--- config.mk ---
export PLATFORM = sky130hd
export DESIGN_NAME = mult6u_dot_acc
export DESIGN_NICKNAME = d
export VERILOG_FILES = /design/src/rtl/mult6u_dot_acc.sv
export SDC_FILE = /design/constraint.sdc
export NUM_CORES = 1
export LEC_CHECK = 0
export BUFFER_PORTS_ARGS = -buffer_cell sky130_fd_sc_hd__buf_2
export CORE_ASPECT_RATIO = 2
export CORE_UTILIZATION = 40
export CTS_CLUSTER_SIZE = 10
export DETAILED_ROUTE_END_ITERATION = 10
export GPL_ROUTABILITY_DRIVEN = 0
export GPL_TIMING_DRIVEN = 0
export SYNTH_ARGS = -nofsm -noshare
export SYNTH_HDL_FRONTEND = slang
export SYNTH_SLANG_ARGS = --single-unit
--- constraint.sdc ---
create_clock -name clk -period 3.1 [get_ports clk]
set_input_delay 0.62 -clock clk [delete_from_list [all_inputs] [get_ports clk]]
set_output_delay 0.62 -clock clk [all_outputs]
set_load 0.03 [all_outputs]
--- src/rtl/mult6u_dot_acc.sv ---
// mult6u_dot_acc: handshaked dot-product accumulator for 12-bit Mult_6_6 products.
// Sums LEN consecutive accepted products into an ACC_W-bit result with a sticky
// overflow flag and presents it on a valid/ready port.
// Optional build macro MULT6U_DOT_ACC_SAT_EN: clamp the accumulator on overflow
// instead of wrapping it.
module mult6u_dot_acc #(
  parameter int unsigned LEN   = 16,
  parameter int unsigned ACC_W = 20
) (
  input  logic             clk,
  input  logic             rst,
  input  logic             in_valid,
  output logic             in_ready,
  input  logic [11:0]      in_prod,
  output logic             out_valid,
  input  logic             out_ready,
  output logic [ACC_W-1:0] out_sum,
  output logic             out_ovf
);

  localparam int unsigned CNT_W = $clog2(LEN + 1);
  localparam logic [CNT_W-1:0] LastCnt = CNT_W'(LEN - 1);

  typedef logic [ACC_W:0]   wide_t;
  typedef logic [ACC_W-1:0] acc_t;

  typedef enum logic {
    StAcc,
    StHold
  } state_t;

  state_t           state_q;
  logic [ACC_W-1:0] acc_q;
  logic [CNT_W-1:0] cnt_q;
  logic             ovf_q;

  logic             accept;
  logic             rel;
  logic             last;
  logic [ACC_W:0]   sum_full;
  logic [ACC_W-1:0] acc_next;
  logic [ACC_W-1:0] prod_ext;
  logic             ovf_next;

  // Handshake events; in_ready depends only on state, out_ready and reset.
  always_comb begin
    in_ready = ~rst & ((state_q == StAcc) | out_ready);
    accept   = in_valid & in_ready;
    rel      = out_valid & out_ready;
    last     = (cnt_q == LastCnt);
  end

  // One-bit-wider add; the carry out is the overflow indication.
  always_comb begin
    prod_ext = acc_t'(in_prod);
    sum_full = {1'b0, acc_q} + wide_t'(in_prod);
    ovf_next = ovf_q | sum_full[ACC_W];
`ifdef MULT6U_DOT_ACC_SAT_EN
    // Once clamped, any further nonzero add carries again and stays clamped.
    acc_next = sum_full[ACC_W] ? {ACC_W{1'b1}} : sum_full[ACC_W-1:0];
`else
    acc_next = sum_full[ACC_W-1:0];
`endif
  end

  // ACC/HOLD state machine with registered result outputs.
  always_ff @(posedge clk or posedge rst) begin
    if (rst) begin
      state_q   <= StAcc;
      acc_q     <= '0;
      cnt_q     <= '0;
      ovf_q     <= 1'b0;
      out_valid <= 1'b0;
      out_sum   <= '0;
      out_ovf   <= 1'b0;
    end else begin
      case (state_q)
        StAcc: begin
          if (accept) begin
            if (last) begin
              out_sum   <= acc_next;
              out_ovf   <= ovf_next;
              out_valid <= 1'b1;
              state_q   <= StHold;
              acc_q     <= '0;
              cnt_q     <= '0;
              ovf_q     <= 1'b0;
            end else begin
              acc_q <= acc_next;
              cnt_q <= cnt_q + CNT_W'(1);
              ovf_q <= ovf_next;
            end
          end
        end
        StHold: begin
          // An accept here implies out_ready, hence a release in the same cycle.
          if (accept) begin
            if (LEN == 1) begin
              out_sum <= prod_ext;
              out_ovf <= 1'b0;
            end else begin
              acc_q     <= prod_ext;
              cnt_q     <= CNT_W'(1);
              ovf_q     <= 1'b0;
              out_valid <= 1'b0;
              state_q   <= StAcc;
            end
          end else if (rel) begin
            out_valid <= 1'b0;
            state_q   <= StAcc;
          end
        end
        default: state_q <= StAcc;
      endcase
    end
  end

endmodule

== After elaboration in Yosys (flattened, before gate mapping) ==
Index checks and enable logic that the tools add are counted.

* Register bits: 49
* Bits of input ports: 16
* Logic and storage cells: 46

* Equality and inequality tests: 5
* Reductions and logical operators: 3
* Mux-type cells: 22
* Add/subtract/negate cells: 2
* Bitwise logic cells: 7

{| class="wikitable"
|+ Operators by type and width
! operator !! number
|-
| $mux W20 || 3
|-
| $pmux W20 S2 || 1
|-
| $add A20 B12 Y21 || 1
|-
| $mux W5 || 3
|-
| $mux W1 || 11
|-
| $pmux W5 S2 || 1
|-
| $pmux W1 S2 || 3
|-
| $reduce_and A3 Y1 || 2
|-
| $add A5 B1 Y5 const B || 1
|-
| $eq A5 B4 Y1 const B || 1
|-
| $ne A2 B2 Y1 const B || 2
|-
| $and A1 B1 Y1 || 3
|-
| $ne A3 B1 Y1 const B || 1
|-
| $ne A2 B1 Y1 const B || 1
|-
| $not A1 Y1 || 2
|-
| $or A1 B1 Y1 || 2
|-
| $reduce_and A2 Y1 || 1
|}

== Longest topological paths before layout ==
Gate-level depths: netlist of run 1.

* Word-level depth: 6
* Depth in mapped cells: 9

== Worst setup path before layout of run 1 ==
No wires, ideal clock.

* Kind: in2reg
* Start: input rst
* End: register out_sum[0]
* Arrival: 2.819 ns
* Path slack: 0.153 ns
* Stages on the path: 6
* Setup time: 0.128 ns
* Cells stage by stage: inv_1 > o211ai_2 > nor2_1 > nand2_1 > buf_2 > mux2_1

* Longest elaborated chain between the ends: 4

{| class="wikitable"
|+ RTL lines
! element !! RTL line !! RTL
|-
| start: declaration || 11 || <nowiki>input logic rst,</nowiki>
|-
| $not A1 Y1 || 47 || <nowiki>in_ready = ~rst & ((state_q == StAcc) | out_ready);</nowiki>
|-
| $and A1 B1 Y1 || 47 ||
|-
| $and A1 B1 Y1 || 48 || <nowiki>accept = in_valid & in_ready;</nowiki>
|-
| $reduce_and A3 Y1 (no line) || -- ||
|-
| end signal: assignment || 81 || <nowiki>out_sum <= acc_next;</nowiki>
|-
| end signal: assignment || 99 || <nowiki>out_sum <= prod_ext;</nowiki>
|-
| end: declaration || 17 || <nowiki>output logic [ACC_W-1:0] out_sum,</nowiki>
|}

Every way passes these cells.
A chain may end at the register's enable or synchronous reset.

== Worst setup path in the final report of run 1 ==
* Start: input in_prod[0]
* End: register ovf_q

* Longest elaborated chain between the ends: 5

{| class="wikitable"
|+ RTL lines
! element !! RTL line !! RTL
|-
| start: declaration || 14 || <nowiki>input logic [11:0] in_prod,</nowiki>
|-
| $add A20 B12 Y21 || 56 || <nowiki>sum_full = {1'b0, acc_q} + wide_t'(in_prod);</nowiki>
|-
| $or A1 B1 Y1 || 57 || <nowiki>ovf_next = ovf_q | sum_full[ACC_W];</nowiki>
|-
| $mux W1 || 80 || <nowiki>if (last) begin</nowiki>
|-
| $mux W1 || 79 || <nowiki>if (accept) begin</nowiki>
|-
| $pmux W1 S2 || 77 || <nowiki>case (state_q)</nowiki>
|-
| end signal: assignment || 91 || <nowiki>ovf_q <= ovf_next;</nowiki>
|-
| end: declaration || 35 || <nowiki>logic ovf_q;</nowiki>
|}

Every way passes these cells. The select of a mux whose other input is x is not followed.

==> summary.md, run 1 <==
The run finished with clean final reports. Timing would allow up to 0.3622 GHz. The number of hold violations in the final report was 0; the pre-CTS setup slack was 0.03501 ns.

Measured on the finished design, the core utilization comes to 49.33%. Once detailed placement completed, the half-perimeter wirelength came to 5.242 mm. Clock tree synthesis found a total of 49 sinks.

The run gives 0.003119 sq mm as the instance area at placement. Later-pin clock latency in the skew report: 0.29 ns. For this configuration, the core starts out at a cell density of 41.94%. Dividing the detail-routed wire length by the instance count gives 15.62 microns. On the worst path, the slowest cell contributes a delay of 0.46 ns. STA classifies the critical path startpoint as an input pin. The fraction of layout instances using a drive strength above 1 came out at 18.80%. After routing the design area is 0.003292 sq mm. For the final database, setup skew stands at 0.005970 ns. The flip-flop and latch count after synthesis was 49; the area of the mapped netlist was 0.002799 sq mm. Among all flip-flop cells after synthesis, the most frequent one is dfrtp_1. For the placeable core area, the log shows 0.006674 sq mm. Summed over all cells, the static leakage comes to 1.523 nW. Type of the tightest min-delay check: in2async.

The transition at the pin with the smallest max-transition slack was 0.6006 ns; the leftover overflow at the end of global routing was 0. The starting DRC count in detailed routing was 63. For this run, the register share of the synthesized area comes to 43.81%. The final count of pins violating max slew came out at 0.

Global routing consumed, over all layers together, 20.93% of the routing resources. The horizontal extent of the die is 61.15 microns. The number of top-level pins was 39; the final wirelength was 6.859 mm.

For the max-cap check violation count, the log shows 0. The wire length of the first global-routing pass was 11.21 mm. Synthesis produced a netlist with a net count of 334. Setup slack on the critical path of the routed design comes to 0.3388 ns. The number of routed nets with antenna violations is 0, and the number of cells produced by synthesis is 304. Switching power: 1.323 mW. The cell type with the highest occurrence count on the critical path is a211oi_1.

The post-detailed-route DRC marker count is 0, and the final cell count without fillers is 439. Buffers inserted during clock tree synthesis total 5. The tree is rooted in a clkbuf_16. The setup violation total in the final timing report is 0. Setup repair after global routing left no endpoint under its margin. The number of distinct standard cells referenced by the synthesized netlist was 51. The vias per cell was 5.385. The growth of design area from synthesis to finish is 17.61%, and the number of setup buffers added after CTS is 0. The run gives 0 as the number of antenna violations at the first check in global routing. In this run the tightest slew margin relative to its limit is 59.96%.

In this run the tool buffered the top-level ports with 38 buffer cells. Counting along the longest clock path gives a buffer depth of 2. The setup path with the least slack is of type in2reg. STA classifies the critical path endpoint as a register. The power density over the cells was 956.2 mW/mm^2.

TritonCTS built the clock tree. The mean instance size in the synthesized netlist works out to 9.207 sq um. Data on the critical path is required at its endpoint by 3.24 ns.

The clock network accounts for 20.4% of the total power. The die covers 0.007356 sq mm. The logs give 0 for the Yosys warning count and 2,322 for the number of global-route vias before repair. The logic gate share of total power was 48.7%. The tools report the first-pass iteration count of the detailed router as 4. The final layout contains 380 nets. The summed negative setup slack over all endpoints is 0 ns, and the worst IR drop on VDD is 0.4543 mV.

Clock-pin slew was measured on the worst setup and hold paths at 0.06 ns. Along the worst path, the maximum fanout reaches 10. The clock tree synthesis step divided the H-tree into 2 levels.

The count of vias placed by the detailed router came out at 2,364. 0 antenna diodes ended up in the layout. Entering global routing, the biggest net connects 38 pins. The tightest hold path in the finished design has a slack of 0.2980 ns. After layout, the worst path uses 89.07% of the clock period. For the internal power, the log shows 1.824 mW.

The number of synthesized flops with an enable pin is 0, and the cell row count is 42. The net switching share of the total power came out at 42.04%. In this run, placement finished with an instance count of 431. The run gives 2.91 ns as the signal arrival time at the worst endpoint. After layout, the minimum clock period comes to 2.761 ns. The die is 120.3 microns tall. The post-cts resize count came out at 0. After synthesis, the share of flip-flops with an asynchronous set or reset is 100.0%. Walking the worst path, the cells encountered are buf_2, ha_1, fa_1, a211oi_1, o211ai_1, a221o_1, buf_6, a41oi_1, a211oi_1. Sequential cells burn 31.0% of the power. Slowest stage cell on the critical path: a211oi_1. The logs give 3.148 mW for the sum of internal, switching and leakage power and 0 for the post-cts hold buffer count.
-- flip-flops by register name, summed over array words and instances (netlist names) --
register,count
out_sum,20
ovf_q,1
cnt_q,5
acc_q,20
out_valid,1
out_ovf,1
state_q,1
-- area by class of cell --
cell class	count	area (sq um)
multi-input cells	233	1479
well taps	88	110.1
plain buffers	16	71.32
inverters	6	22.52
repair buffers	39	210.2
flip-flops and latches	49	1226
clock buffers	7	142.6
fillers	676	3382
clock inverters	1	30.03
-- logic make-up (layout without fill, tap and decap cells) --
| group | after synthesis | after routing | share of synthesized area [%] |
|---|---|---|---|
| flip-flops | 49 | 49 | 43.81 |
| multiplexers | 4 | 4 | 1.609 |
| adder cells (fa/ha/maj) | 14 | 14 | 6.527 |
| XOR/XNOR | 18 | 18 | 5.633 |
| buffers and inverters | 22 | 69 | 3.352 |
| AND/OR/NAND/NOR | 98 | 98 | 16.18 |
| AO/OA/AOI/OAI | 99 | 99 | 22.89 |
-- power groups by stage --
stage | sequential [mW] | clock [mW] | combinational, mW
floorplan | 1.14 | 0 | 0.998
global placement | 0.976 | 0 | 1.52
detailed placement | 0.987 | 0 | 1.53
CTS | 0.975 | 0.657 | 1.54
global route | 1.00 | 0.681 | 1.70
finish | 0.974 | 0.641 | 1.53
-- path summary, 6_finish.rpt --
path                                      endpoint               startpoint  slack (ns)  cells after the start
min in group clk           out_sum[10]$_DFFE_PP0P_  out_sum[10]$_DFFE_PP0P_        0.48                      2
max in group asynchronous     acc_q[9]$_DFFE_PP0P_                      rst        2.30                      3
max reg2reg                      ovf_q$_DFFE_PP0P_     acc_q[0]$_DFFE_PP0P_        0.40                      8
min                         out_sum[8]$_DFFE_PP0P_                      rst        0.30                      2
min reg2reg                out_sum[10]$_DFFE_PP0P_  out_sum[10]$_DFFE_PP0P_        0.48                      2
max                              ovf_q$_DFFE_PP0P_               in_prod[0]        0.34                      9
-- worst max-delay path, delay by kind of cell --
kind	cells	cell delay, ns
AOI/OAI and AO/OA	5	1.36
adders and majority gates	2	0.68
buffers and inverters	2	0.26
-- placed cells by master, fill, tap and decap left out, types with 2 or more instances in the layout --
cell type	synthesis	layout
a211oi_1	3	3
a21o_1	2	2
a21oi_1	18	18
a31oi_1	2	2
and3_1	2	2
buf_2	2	40
clkbuf_1	11	12
clkbuf_16	0	5
dfrtp_1	49	49
ha_1	13	13
inv_1	6	5
mux2_2	3	3
nand2_1	54	54
nand3_1	12	12
nor2_1	15	15
nor3_1	3	3
nor3_2	4	4
nor3b_1	2	2
o211ai_1	8	8
o21a_1	4	4
o21ai_0	29	29
o21ai_1	12	12
o21bai_1	2	2
o31ai_1	4	4
xnor2_1	7	7
xor2_1	11	11
-- cells in the mapped netlist (3+ instances only) --
cell type / n / area (sq um)
nor2_1: 15 / 56.30
o21ai_0: 29 / 145.1
nor3_1: 3 / 15.01
xnor2_1: 7 / 61.31
o21ai_1: 12 / 60.06
a21oi_1: 18 / 90.09
dfrtp_1: 49 / 1226
inv_1: 6 / 22.52
ha_1: 13 / 162.7
nand2_1: 54 / 202.7
nand3_1: 12 / 60.06
clkbuf_1: 11 / 41.29
a211oi_1: 3 / 22.52
nor3_2: 4 / 40.04
o21a_1: 4 / 30.03
mux2_2: 3 / 33.78
o31ai_1: 4 / 30.03
xor2_1: 11 / 96.34
o211ai_1: 8 / 60.06
-- layer usage --
layer  routed length (microns)  vias to the layer above  track usage [%]
met4                       171                        0            9.659
li1                          -                     1171                -
met5                         0                        -                0
met2                      3885                       33            36.89
met3                       140                       10            2.674
met1                      2661                     1150            23.73
No activity file was read; power rests on OpenSTA's default activity.
==> inputs of run 2 (changes only) <==
--- a/config.mk
+++ b/config.mk
@@ -12,6 +12,8 @@
 export DETAILED_ROUTE_END_ITERATION = 10
 export GPL_ROUTABILITY_DRIVEN = 0
 export GPL_TIMING_DRIVEN = 0
+export REMOVE_ABC_BUFFERS = 1
+export SKIP_LAST_GASP = 1
 export SYNTH_ARGS = -nofsm -noshare
 export SYNTH_HDL_FRONTEND = slang
 export SYNTH_SLANG_ARGS = --single-unit
==> summary.md, run 2 (synthesized netlist as in run 1, its figures left out) <==
The run gives 422 as the final cell count without fillers. The clock passes through at most 2 buffers. Dividing total power by cell area gives a power density of 950.6 mW/mm^2. The logs give 0 ns for the summed negative setup slack over all endpoints and 41.94% for the initial core utilization. The tool flagged a number of max-cap violations equal to 0.

The height of the die is 120.3 microns. For this run, the total global-route usage over all layers was measured as 18.97%. Buffer type at the clock tree root: clkbuf_16.

The logs give 0 for the post-detailed-route DRC marker count and 0.003224 sq mm for the final non-filler cell area. Setup repair after global routing left no endpoint under its margin. The setup violation total in the final timing report is 0, and the final clock period utilization by the worst path is 93.36%.

The logs give 0 for the number of antenna violations at the first check in global routing and 3.25 ns for the required time of the worst setup path. 0 antenna diodes ended up in the layout. The fraction of layout instances using a drive strength above 1 was 18.86%. Compared with the post-synthesis result, the final layout area differs by 15.20%.

Worst-case clock skew: 0.006064 ns. The startpoint type of the worst setup path was an input pin. 39 I/O pins were placed. Placeable core area: 0.006674 sq mm. The run gives 2,219 as the number of global-route vias before repair.

Total clock buffers created by CTS: 5. The largest incremental delay on the critical path is 0.48 ns. Measured along the x axis, the die boundary spans 61.15 microns. After floorplanning, the core was divided into 42 placement rows. Cell leakage power: 1.503 nW. The die covers 0.007356 sq mm. The first routing iteration left 63 violations. At the pin with the least slew margin, the transition time is 0.7696 ns. Once detail routing completed, the nets flagged for antenna violations numbered 0. The clock net in this run drives a total of 49 sinks. The combined buffer and inverter count along the critical path is 1, and the wire length per cell is 14.76 microns. The tools report the signal arrival time at the worst endpoint as 3.05 ns. For the post-placement cell count, the log shows 415. Traced cell by cell, the critical path runs through buf_2, ha_1, fa_1, a211oi_1, o211ai_1, a221o_1, a41oi_1, o21ai_0.

The run gives 4.517 mm as the estimated wirelength of the detail-placed design. In the final layout, flip-flops and latches occupy 0.001226 sq mm. After filler insertion, the fill cell instance count of the layout stands at 670. The routed design could run at a clock period as short as 2.894 ns. The run gives -0.5993 ns as the pre-CTS setup slack. The relative slew slack is 48.69%, and the vias per cell is 5.417. TritonCTS built the clock tree. The final count of pins violating max slew was 0. The critical path is of the in2reg type.

The count of vias placed by the detailed router was 2,286; the maximum clock rate was 0.3455 GHz. The number of I/O port buffers works out to 38. The core utilization of the finished layout was 48.31%.

In this run the worst hold path is classified as in2async. The total overflow left after global routing is 0. The tools report the worst IR drop on VDD as 0.3411 mV. For the final wirelength, the log shows 6.229 mm.

The run finished with clean final reports. Entering global routing, the biggest net connects 42 pins. The later-pin clock latency in the skew report was 0.29 ns; the number of hold violations in the final report was 0. The final worst slack is 0.2059 ns, and the instance area at placement is 0.003048 sq mm.

Most common cell after layout, fill and taps aside: nand2_1. The largest registers in the layout are acc_q: 20 flops, out_sum: 20 flops, cnt_q: 5 flops. CTS built an H-tree with a depth of 2. The logs give 0.2649 ns for the worst hold slack and 10.21 mm for the wire length of the first global-routing pass. After clock tree synthesis, the clock-pin slew on the worst setup and hold paths is 0.07 ns. Along the worst path, the maximum fanout reaches 10. Summing all multi-input logic gate instances after layout gives 0.001495 sq mm. Among cell families on the critical path, the largest total delay comes from compound AO/OA/AOI/OAI gates. The first-pass iteration count of the detailed router is 4.

The worst setup path is captured at a register. For this design, the slowest cell found on the critical path is a221o_1. Summing internal, switching and leakage power gives 3.065 mW. The tools report the count of nets after finishing as 364.

The top cell types in the final layout, fill and taps aside, are 53 x nand2_1, 49 x dfrtp_1, 38 x buf_2.
==> run 2: area by class of cell <==
class | count | area share [%]
flip-flops and latches | 49 | 38.03
clock inverters | 2 | 1.087
multi-input cells | 233 | 46.37
well taps | 88 | 3.415
clock buffers | 5 | 3.880
repair buffers | 39 | 6.519
inverters | 6 | 0.6985
==> run 2: power breakdown <==
part	internal [mW]	switching (mW)	total, mW
combinational	0.542	0.914	1.46
sequential	0.849	0.156	1.01
clock	0.375	0.230	0.604
==> run 2: path summary, 6_finish.rpt <==
path                                         start                       to  slack [ns]  cells after the start
max                                     in_prod[0]      out_ovf$_DFFE_PP0P_        0.21                      8
min                                            rst    out_valid$_DFFE_PP0P_        0.26                      2
max reg2reg                      state_q$_DFF_PP0_  out_sum[11]$_DFFE_PP0P_        0.25                      5
min reg2reg                out_sum[12]$_DFFE_PP0P_  out_sum[12]$_DFFE_PP0P_        0.47                      2
max in group asynchronous                      rst        ovf_q$_DFFE_PP0P_        2.32                      3
min in group clk           out_sum[12]$_DFFE_PP0P_  out_sum[12]$_DFFE_PP0P_        0.47                      2
==> run 2: routing by layer <==
metal / global-route usage, % / vias to the layer above / wire (microns) / part of all wire [%]
met4: 11.08 / 0 / 226 / 3.6
met3: 3.422 / 16 / 181 / 2.9
met1: 19.45 / 1093 / 2353 / 38
met5: 0 / - / 0 / 0
met2: 33.70 / 39 / 3466 / 56
li1: - / 1138 / - / -
==> run 2: repair_timing <==
item	in CTS	in global routing
hold endpoints to repair	0	0
hold buffers	0	0
endpoints found under the setup margin	23	18
pin swaps	0	0
resized for setup	2	1
buffers inserted	0	0
